**src/rtl/fetch_stage.sv**
```systemverilog
// Instruction fetch stage of the rvcpu core.
// Keeps the PC, issues one instruction-memory request at a time, buffers the
// returned word in a one-entry output register and hands it to decode over a
// valid/ready handshake. Redirects flush the held entry and discard any
// response still in flight. Misaligned PCs produce a fault entry instead of a
// memory access, after which the stage halts until the next redirect.
module fetch_stage #(
    parameter int               XLEN     = 32,
    parameter logic [XLEN-1:0]  RESET_PC = '0
) (
    input  logic            clk,
    input  logic            reset,

    input  logic            redirect_valid,
    input  logic [XLEN-1:0] redirect_pc,

    output logic            imem_req_valid,
    input  logic            imem_req_ready,
    output logic [XLEN-1:0] imem_req_addr,

    input  logic            imem_rsp_valid,
    input  logic [31:0]     imem_rsp_data,

    output logic            fetch_valid,
    input  logic            fetch_ready,
    output logic [XLEN-1:0] fetch_pc,
    output logic [31:0]     fetch_instr,
    output logic            fetch_fault
);

    // REQ: may issue a request; WAIT: response pending for the current pc;
    // DRAIN: a response for a pre-redirect pc is still owed and must be dropped;
    // HALT: misaligned fault delivered, idle until redirected.
    typedef enum logic [1:0] {
        S_REQ   = 2'd0,
        S_WAIT  = 2'd1,
        S_DRAIN = 2'd2,
        S_HALT  = 2'd3
    } state_e;

    state_e          state_q, state_d;
    logic [XLEN-1:0] pc_q, pc_d;
    logic            fetch_valid_q, fetch_valid_d;
    logic [XLEN-1:0] fetch_pc_q, fetch_pc_d;
    logic [31:0]     fetch_instr_q, fetch_instr_d;
    logic            fetch_fault_q, fetch_fault_d;

    logic            pc_aligned;
    logic            out_free;
    logic            req_valid;
    logic            req_fire;

    // Request qualification: only aligned PCs, only when the output register can take the result.
    always_comb begin
        pc_aligned = (pc_q[1:0] == 2'b00);
        out_free   = !fetch_valid_q || fetch_ready;
        req_valid  = !reset && (state_q == S_REQ) && pc_aligned && out_free;
        req_fire   = req_valid && imem_req_ready;
    end

    assign imem_req_valid = req_valid;
    assign imem_req_addr  = pc_q;
    assign fetch_valid    = fetch_valid_q;
    assign fetch_pc       = fetch_pc_q;
    assign fetch_instr    = fetch_instr_q;
    assign fetch_fault    = fetch_fault_q;

    // Next-state logic for the FSM, PC and output register; redirect is applied last so it wins.
    always_comb begin
        // NOTE: every target gets a default first so no path leaves it unassigned (no latches).
        state_d       = state_q;
        pc_d          = pc_q;
        fetch_valid_d = fetch_valid_q && !fetch_ready;
        fetch_pc_d    = fetch_pc_q;
        fetch_instr_d = fetch_instr_q;
        fetch_fault_d = fetch_fault_q;

        case (state_q)
            S_REQ: begin
                if (req_fire) begin
                    state_d = S_WAIT;
                end else if (!pc_aligned && out_free) begin
                    fetch_valid_d = 1'b1;
                    fetch_pc_d    = pc_q;
                    fetch_instr_d = 32'h0;
                    fetch_fault_d = 1'b1;
                    state_d       = S_HALT;
                end
            end
            S_WAIT: begin
                // The output register is free here: the request was only issued when it was.
                if (imem_rsp_valid) begin
                    fetch_valid_d = 1'b1;
                    fetch_pc_d    = pc_q;
                    fetch_instr_d = imem_rsp_data;
                    fetch_fault_d = 1'b0;
                    pc_d          = pc_q + XLEN'(4);
                    state_d       = S_REQ;
                end
            end
            S_DRAIN: begin
                if (imem_rsp_valid) begin
                    state_d = S_REQ;
                end
            end
            S_HALT: begin
                state_d = S_HALT;
            end
            default: begin
                state_d = S_REQ;
            end
        endcase

        if (redirect_valid) begin
            pc_d          = redirect_pc;
            fetch_valid_d = 1'b0;
            fetch_pc_d    = fetch_pc_q;
            fetch_instr_d = fetch_instr_q;
            fetch_fault_d = fetch_fault_q;
            case (state_q)
                S_REQ:   state_d = req_fire ? S_DRAIN : S_REQ;
                S_WAIT:  state_d = imem_rsp_valid ? S_REQ : S_DRAIN;
                S_DRAIN: state_d = imem_rsp_valid ? S_REQ : S_DRAIN;
                S_HALT:  state_d = S_REQ;
                default: state_d = S_REQ;
            endcase
        end
    end

    // State registers with synchronous reset.
    always_ff @(posedge clk) begin
        // NOTE: non-blocking assignments keep every flop sampling pre-edge values.
        if (reset) begin
            state_q       <= S_REQ;
            pc_q          <= RESET_PC;
            fetch_valid_q <= 1'b0;
            fetch_pc_q    <= '0;
            fetch_instr_q <= 32'h0;
            fetch_fault_q <= 1'b0;
        end else begin
            state_q       <= state_d;
            pc_q          <= pc_d;
            fetch_valid_q <= fetch_valid_d;
            fetch_pc_q    <= fetch_pc_d;
            fetch_instr_q <= fetch_instr_d;
            fetch_fault_q <= fetch_fault_d;
        end
    end

endmodule

```
**config.mk**
```make
export PLATFORM = sky130hd
export DESIGN_NAME = fetch_stage
export DESIGN_NICKNAME = d
export VERILOG_FILES = /design/src/rtl/fetch_stage.sv
export SDC_FILE = /design/constraint.sdc
export NUM_CORES = 1
export LEC_CHECK = 0
export CORE_AREA = 4 4 112 114
export DETAILED_ROUTE_END_ITERATION = 7
export DIE_AREA = 0 0 116 118
export DONT_BUFFER_PORTS = 1
export GPL_TIMING_DRIVEN = 0
export PLACE_DENSITY = 0.59
export SLEW_MARGIN = 20
export SYNTH_ARGS = -nofsm -noshare
export SYNTH_HDL_FRONTEND = slang
export SYNTH_SLANG_ARGS = --single-unit
```
**constraint.sdc**
```tcl
create_clock -name clk -period 2.6 [get_ports clk]
set_clock_uncertainty 0.15 [all_clocks]
set_input_delay 0.52 -clock clk [delete_from_list [all_inputs] [get_ports clk]]
set_output_delay 0.52 -clock clk [all_outputs]
set_load 0.02 [all_outputs]
```
# After elaboration in Yosys (flattened, before gate mapping)

Cells that the tools add are included.

Output and inout bits: 99
Flip-flop bits (word level): 100
Logic and storage cells: 64
Bits of input ports: 70

Equality and inequality tests: 8
$add $sub $neg: 1
Reductions and logical operators: 21
Muxes and demuxes: 27
Bitwise logic cells: 1

Operators with widths:

| cell                                                             | number |
|---|---|
| 32-bit two-way mux                                               | 9 |
| 32-bit one-hot mux with 2 select lines                           | 2 |
| 32-bit by 3-bit adder with 32-bit output (second input constant) | 1 |
| 2-bit two-way mux                                                | 6 |
| 2-bit one-hot mux with 3 select lines                            | 2 |
| 1-bit logical AND                                                | 6 |
| 1-bit two-way mux                                                | 6 |
| 2-bit nonzero test                                               | 3 |
| 5-bit AND reduction                                              | 1 |
| 2-bit == test (second input constant)                            | 2 |
| 1-bit zero test                                                  | 4 |
| 2-bit zero test                                                  | 2 |
| 2-bit != test (second input constant)                            | 2 |
| 4-bit by 3-bit != test with 1-bit output (second input constant) | 1 |
| 1-bit one-hot mux with 2 select lines                            | 2 |
| 2-bit AND reduction                                              | 2 |
| 2-bit OR reduction                                               | 2 |
| 3-bit by 1-bit != test with 1-bit output (second input constant) | 1 |
| 2-bit by 1-bit == test with 1-bit output (second input constant) | 1 |
| 2-bit by 1-bit != test with 1-bit output (second input constant) | 1 |
| 1-bit logical OR                                                 | 1 |
| 1-bit NOT                                                        | 1 |

# Longest topological paths before layout

Gate-level depths: netlist of the first run.

Depth after elaboration: 8
Mapped depth: 10
Depth with buffers taken out: 7

# Worst setup path before layout of the first run

OpenSTA, ideal clock, no wires.

Path kind: input to register
From: input port reset
To: register state_q[1]
Arrival: 2002 ps
Path buffers: 1
Slack: 324 ps
Cell stages on the path: 5
Required time: 2326 ps
Library setup time: 124 ps
Cells stage by stage: clkbuf_1 -> nor4b_1 -> a31oi_1 -> mux2i_1 -> o22ai_1

Cells in the longest elaborated chain, start to end: 8
Elaborated cells between the ends (all ways): 12
Those cells by class: eq/ne (1); mux (5); reduce/logical (6)

RTL lines:

| item                                                     | RTL line | RTL |
|---|---|---|
| from (decl)                                              | 12       | `input logic reset,` |
| 1-bit zero test (*)                                      | 57       | `req_valid = !reset && (state_q == S_REQ) && pc_aligned && out_free;` |
| 1-bit logical AND (*) (3 in series)                      | 57       |  |
| via imem_req_valid                                       | 17       | `output logic imem_req_valid,` |
| 1-bit logical AND (*)                                    | 58       | `req_fire = req_valid && imem_req_ready;` |
| 2-bit two-way mux (on tied branches)                     | 80, 121  |  |
| 2-bit one-hot mux with 3 select lines (on tied branches) | 78, 120  |  |
| 2-bit two-way mux                                        | 114      | `if (redirect_valid) begin` |
| to (signal assigned)                                     | 141      | `state_q <= state_d;` |
| to (decl)                                                | 41       | `state_e state_q, state_d;` |

The timed path passes the listed nets; every way through them passes the cells marked *.
A chain may end at the register's enable or synchronous reset.

# Worst setup path in the final report of the first run

From: register state_q[1]
To: register fetch_instr_q[1], in the netlist fetch_instr[1]

Cells in the longest elaborated chain, start to end: 7
Elaborated cells between the ends (all ways): 12
Those cells by class: eq/ne (4); mux (1); reduce/logical (7)

RTL lines:

| item                                 | RTL line | RTL |
|---|---|---|
| 2-bit zero test                      | 57, 78   |  |
| 1-bit logical AND (3 in series)      | 57       |  |
| 1-bit logical AND                    | 58       |  |
| 2-bit != test (no source line)       | -        |  |
| 5-bit AND reduction (no source line) | -        |  |
| to (signal assigned)                 | 145      | `fetch_instr_q <= fetch_instr_d;` |
| to (decl)                            | 45       | `logic [31:0] fetch_instr_q, fetch_instr_d;` |

Several ways; a longest one is shown, not always the timed one.

==> results of run 1 <==
-- worst max-delay path: stages, from the launching register on --
cell and delay [ns]:
dfxtp_1 0.35, inv_1 0.08, ha_1 0.19, buf_4 0.18
nand2_2 0.16, a21oi_1 0.10, nand2_1 0.37, clkbuf_1 0.41
nand2_1 0.10, a21oi_1 0.14
-- through the flow --
stage	util [%]	area, um^2
after floorplan	-	4460
after global placement	40.6	4640
after detailed placement	40.7	4650
after CTS	43.3	4940
after global routing	43.4	4960
final	43.4	4960
-- Yosys cell counts (all sizes together) --
master and n:
nand2b 4, or2 2, buf 16, and2 3, inv 16, dfxtp 100, o21ai 7, and4 6
nand2 119, ha 5, and3 3, o21bai 1, nor3 7, nor2b 4, o22ai 7, a211oi 1
a21oi 88, nand3 45, nor4 6, xnor2 16, a31oi 2, mux2i 11, nor4b 1, nor2 28
nand4 10, nor3b 1, clkbuf 22, o21a 11, xor2 12
-- area by class of cell --
cell class	count	area, um^2	share of cell area [%]
Multi-Input combinational cell	400	2240	45.1
Sequential cell	100	2000	40.4
Clock buffer	11	253	5.10
Tap cell	143	179	3.61
Buffer	38	176	3.56
Inverter	16	60.1	1.21
Clock inverter	3	46.3	0.934
Timing Repair Buffer	1	3.75	0.0757
-- power breakdown --
| group | switching, W | leakage [nW] | total (W) | internal (W) |
|---|---|---|---|---|
| combinational | 0.000303 | 0.824 | 0.000455 | 0.000152 |
| sequential | 0.000172 | 0.814 | 0.00177 | 0.00160 |
| clock | 0.000568 | 0.144 | 0.00136 | 0.000792 |
| total | 0.00104 | 1.78 | 0.00359 | 0.00255 |
-- flip-flops by register name, indices dropped and copies added, names as in the netlist --
name and cells:
fetch_instr 32, fetch_pc 32, imem_req_addr 32, state_q 2
fetch_fault 1, fetch_valid 1
-- final timing paths --
check,to,from,cells past startpoint
max,fetch_instr[1],state_q[1],9
max reg2reg,fetch_instr[1],state_q[1],9
min reg2reg,state_q[0],state_q[0],2
min,imem_req_addr[3],redirect_pc[3],2
-- what timing repair did --
item                                    4_1_cts  5_1_grt
endpoints found under the hold margin         0        0
buffers inserted                              0        0
resized for setup                             0        5
endpoints found under the setup margin        0       13
hold buffers                                  0        0
-- cells by family (layout without fill, tap and decap cells) --
| family | after synthesis | count (layout) | share of synthesized area, % |
|---|---|---|---|
| buffers and inverters | 54 | 69 | 5.25 |
| multiplexers | 11 | 11 | 2.47 |
| XOR/XNOR | 28 | 28 | 5.50 |
| AO/OA/AOI/OAI | 117 | 117 | 14.3 |
| adder cells (fa/ha/maj) | 5 | 5 | 1.40 |
| flip-flops | 100 | 100 | 44.9 |
| AND/OR/NAND/NOR | 239 | 239 | 26.2 |
-- routing by layer --
layer	up-vias	part of all wire, %	global-route usage, %
li1	1899	-	-
met1	1809	40	23.0
met2	150	48	31.7
met3	18	10	6.74
met4	0	2.0	7.69
met5	-	0	0
==> flow_summary.yaml, run 1 <==
detailed_routing:
  drtPass1Iterations: 4
  drt_iter0_markers: 159
  wire_per_inst_um: 18.8
  vias: 3876
  drc_errors: 0
  viasPerCell: 5.44
  wl_um: 13400
  ant_nets: 0
layout:
  drive_above_1_share_pct: 7.91
  most-common-layout-cells: "118 x nand2_1, 100 x dfxtp_1, 88 x a21oi_1"
  finalNonFillerCells: 712
  fill_cells: 1141
  fin_nets: 641
  final_common_cell: "nand2_1"
  area_growth_pct: 11.2
  antenna_cells: 0
global_routing:
  grt_pass1_wl_um: 20600
  antenna_found_initial: 0
  grt_start_max_net_pins: 16
  grt_pass1_vias: 3785
  grtUsageTotal_pct: 19.4
  grt_overflow: 0
sta:
  setup_viol: 0
  timing.fmax_mhz: 432
  hold_slack_ns: 0.176
  maxSlewHeadroom_pct: 59.7
  rsz0062_at_grt: "false"
  hold_viol: 0
  tns_ns: 0
  worst_pin_slew_ns: 0.605
  min_period_over_period_pct: 88.9
  setup_slack_ns: 0.287
  fin_crit_ns: 2.31
  drv_slew: 0
critical_path:
  worstPathArrival_ns: 2.43
  worstSetupPathType: "flop to flop"
  cp.required_ns: 2.71
  endpoint_kind: "flop"
  worstPathMaxFanout: 10
  worst_setup_path_start_kind: "flop"
  regToRegSetupSlack_ns: 0.29
yosys:
  syn_area_per_cell_um2: 8.04
  synth-seq-cells: 100
  syn_area_um2: 4460
  syn_nets: 629
  synth_seq_area_share_pct: 44.9
  synth_cell_types: 40
  synth.largest_area_cell: "dfxtp_1"
  synth_area_leaders: "dfxtp_1 45%, nand2_1 9.9%, a21oi_1 9.9%, nand3_1 4.9%, xnor2_1 3.1%"
  yosysWarnings: 0
  syn_inst: 554
  yosysTopAreaCellShare_pct: 44.9
pwr:
  fin_total_pwr_w: 0.00359
  power_density_nw_per_um2: 724
  irDropWorstVdd_mv: 0.309
  p_leak_nw: 1.78
clock_network:
  clk_pin_slew_ns: 0.06
  htreeDepth: 3
  cts-root-buf: "clkbuf_16"
  tritoncts: "yes"
  cts_sinks: 100
  clk-insertion-delay-late_ns: 0.34
  clockBufferDepth: 2
  cts_buffers: 9
die:
  row_count: 39
  die_w_um: 116
  io_pins: 169
  start_util_pct: 39.0
  fp.dieArea_um2: 13700
  core_area_um2: 11400
  die_h_um: 118
placement:
  portBuffers: 0
  place_inst: 698
  dp_hpwl_um: 10200
  place_ws_ns: 0.114
  finalWeightedCongestion: 0.789
status:
  outcome: "complete, no violations"
worst_hold_path:
  hold_path.class: "input port to flop"
run:
  max-cap-violations: 0
No activity file was read; power rests on OpenSTA's default activity.
==> inputs of run 2 (changes only) <==
- ABC_AREA: not set -> 0
- CAP_MARGIN: not set -> 20
- REMOVE_ABC_BUFFERS: not set -> 1
==> run 2 against run 1 <==
  * Sequential power hardly changed
  * Non-clock buffer count is 38 lower
  * Clock-buffer cell count stayed put
  * Fmax is 1.5% lower
  * Sequential share of layout area is 0.90 points higher
  * Via count is 5.7% lower
==> flow_summary.yaml, run 2 (same netlist as run 1, synthesis figures left out) <==
critical_path:
  worstSetupPathType: "flop to flop"
  endpoint_kind: "flop"
  worstPathArrival_ns: 2.47
  regToRegSetupSlack_ns: 0.25
  rr_startpoint: "state_q[1]"
  cp-startpoint: "state_q[1]"
  cp.required_ns: 2.72
  worst_setup_path_start_kind: "flop"
  worstPathMaxFanout: 33
die:
  fp.dieArea_um2: 13700
  core_area_um2: 11400
  row_count: 39
  io_pins: 169
  start_util_pct: 39.0
  die_w_um: 116
  die_h_um: 118
sta:
  min_period_over_period_pct: 90.3
  maxSlewHeadroom_pct: 54.5
  timing.fmax_mhz: 426
  fin_crit_ns: 2.35
  hold_viol: 0
  rsz0062_at_grt: "false"
  setup_viol: 0
  worst_pin_slew_ns: 0.679
  drv_slew: 0
placement:
  place_inst: 659
  dp_hpwl_um: 8210
  portBuffers: 0
  finalWeightedCongestion: 0.781
detailed_routing:
  drtPass1Iterations: 6
  viasPerCell: 5.40
  drt_iter0_markers: 203
  ant_nets: 0
  drc_errors: 0
  wl_um: 12600
  wire_per_inst_um: 18.6
  vias: 3654
clock_network:
  ctsHoldBuffers: 0
  cts-root-buf: "clkbuf_16"
  tritoncts: "yes"
  clk_pin_slew_ns: 0.07
  htreeDepth: 3
  cts_buffers: 9
  cts_sinks: 100
  clk-insertion-delay-late_ns: 0.34
  clockBufferDepth: 2
global_routing:
  grt_pass1_wl_um: 19000
  grt_start_max_net_pins: 101
  antenna_found_initial: 0
  grt_overflow: 0
  grt_pass1_vias: 3443
  grtUsageTotal_pct: 17.5
status:
  outcome: "complete, no violations"
layout:
  area_growth_pct: 8.79
  finish.utilization_pct: 42.5
  fin_nets: 605
  fill_cells: 1173
  antenna_cells: 0
  final_common_cell: "nand2_1"
  most-common-layout-cells: "117 x nand2_1, 100 x dfxtp_1, 87 x a21oi_1"
  drive_above_1_share_pct: 6.93
  finalNonFillerCells: 677
worst_hold_path:
  hold_path.class: "input port to flop"
  hp-start: "reset"
pwr:
  power_density_nw_per_um2: 724
  p_leak_nw: 1.71
  irDropWorstVdd_mv: 0.474
run:
  max-cap-violations: 0
## run 2: worst max-delay path, cell delays in order, from the launching register on
cell and delay [ns]:
dfxtp_1 0.34, inv_1 0.15, ha_4 0.35, nand2_4 0.22
a21oi_4 0.32, and2_4 0.42, nand3_1 0.13, a21oi_1 0.18
## run 2: final timing paths
check              endpoint  cells past startpoint
max          fetch_instr[4]                      7
min reg2reg      state_q[0]                      2
min            fetch_pc[31]                      1
max reg2reg  fetch_instr[4]                      7
## run 2: final cells by class
| type | count | area [um^2] | share of cell area, % |
|---|---|---|---|
| flip-flops and latches | 100 | 2000 | 41.3 |
| multi-input cells | 402 | 2300 | 47.4 |
| inverters | 16 | 60.1 | 1.24 |
| clock inverters | 4 | 50.0 | 1.03 |
| well taps | 143 | 179 | 3.69 |
| repair buffers | 1 | 15.0 | 0.310 |
| clock buffers | 11 | 243 | 5.01 |
## run 2: power by group
group	internal, W	total [W]	switching, W
registers	0.00160	0.00178	0.000173
clock network	0.000766	0.00134	0.000570
logic	0.000134	0.000401	0.000266
total	0.00250	0.00351	0.00101
## run 2: stage by stage
stage          setup TNS [ns]  power (W)  area, um^2  worst slack (ns)  hold slack, ns
6_report                    0    0.00351        4850             0.252          0.0952
5_1_grt                     0    0.00369        4850            0.0972          0.0726
4_1_cts                     0    0.00354        4820            0.0980          0.0790
3_5_place_dp           -39.20    0.00217        4480            -0.672           0.345
3_3_place_gp          -151.61    0.00214        4460             -2.22           0.331
2_1_floorplan          -50.21    0.00204        4280            -0.804           0.315
## run 2: per-layer routing
metal	part of all wire (%)	track usage, %
met1	43	22.2
met2	49	28.3
met3	6.1	4.32
met4	1.9	7.03
met5	0	0
## run 2: timing repair
action / CTS / global route
cloned: 1 / 1
setup endpoints to repair: 70 / 38
pin swaps: 1 / 0
resized for setup: 6 / 1
buffers inserted: 0 / 1
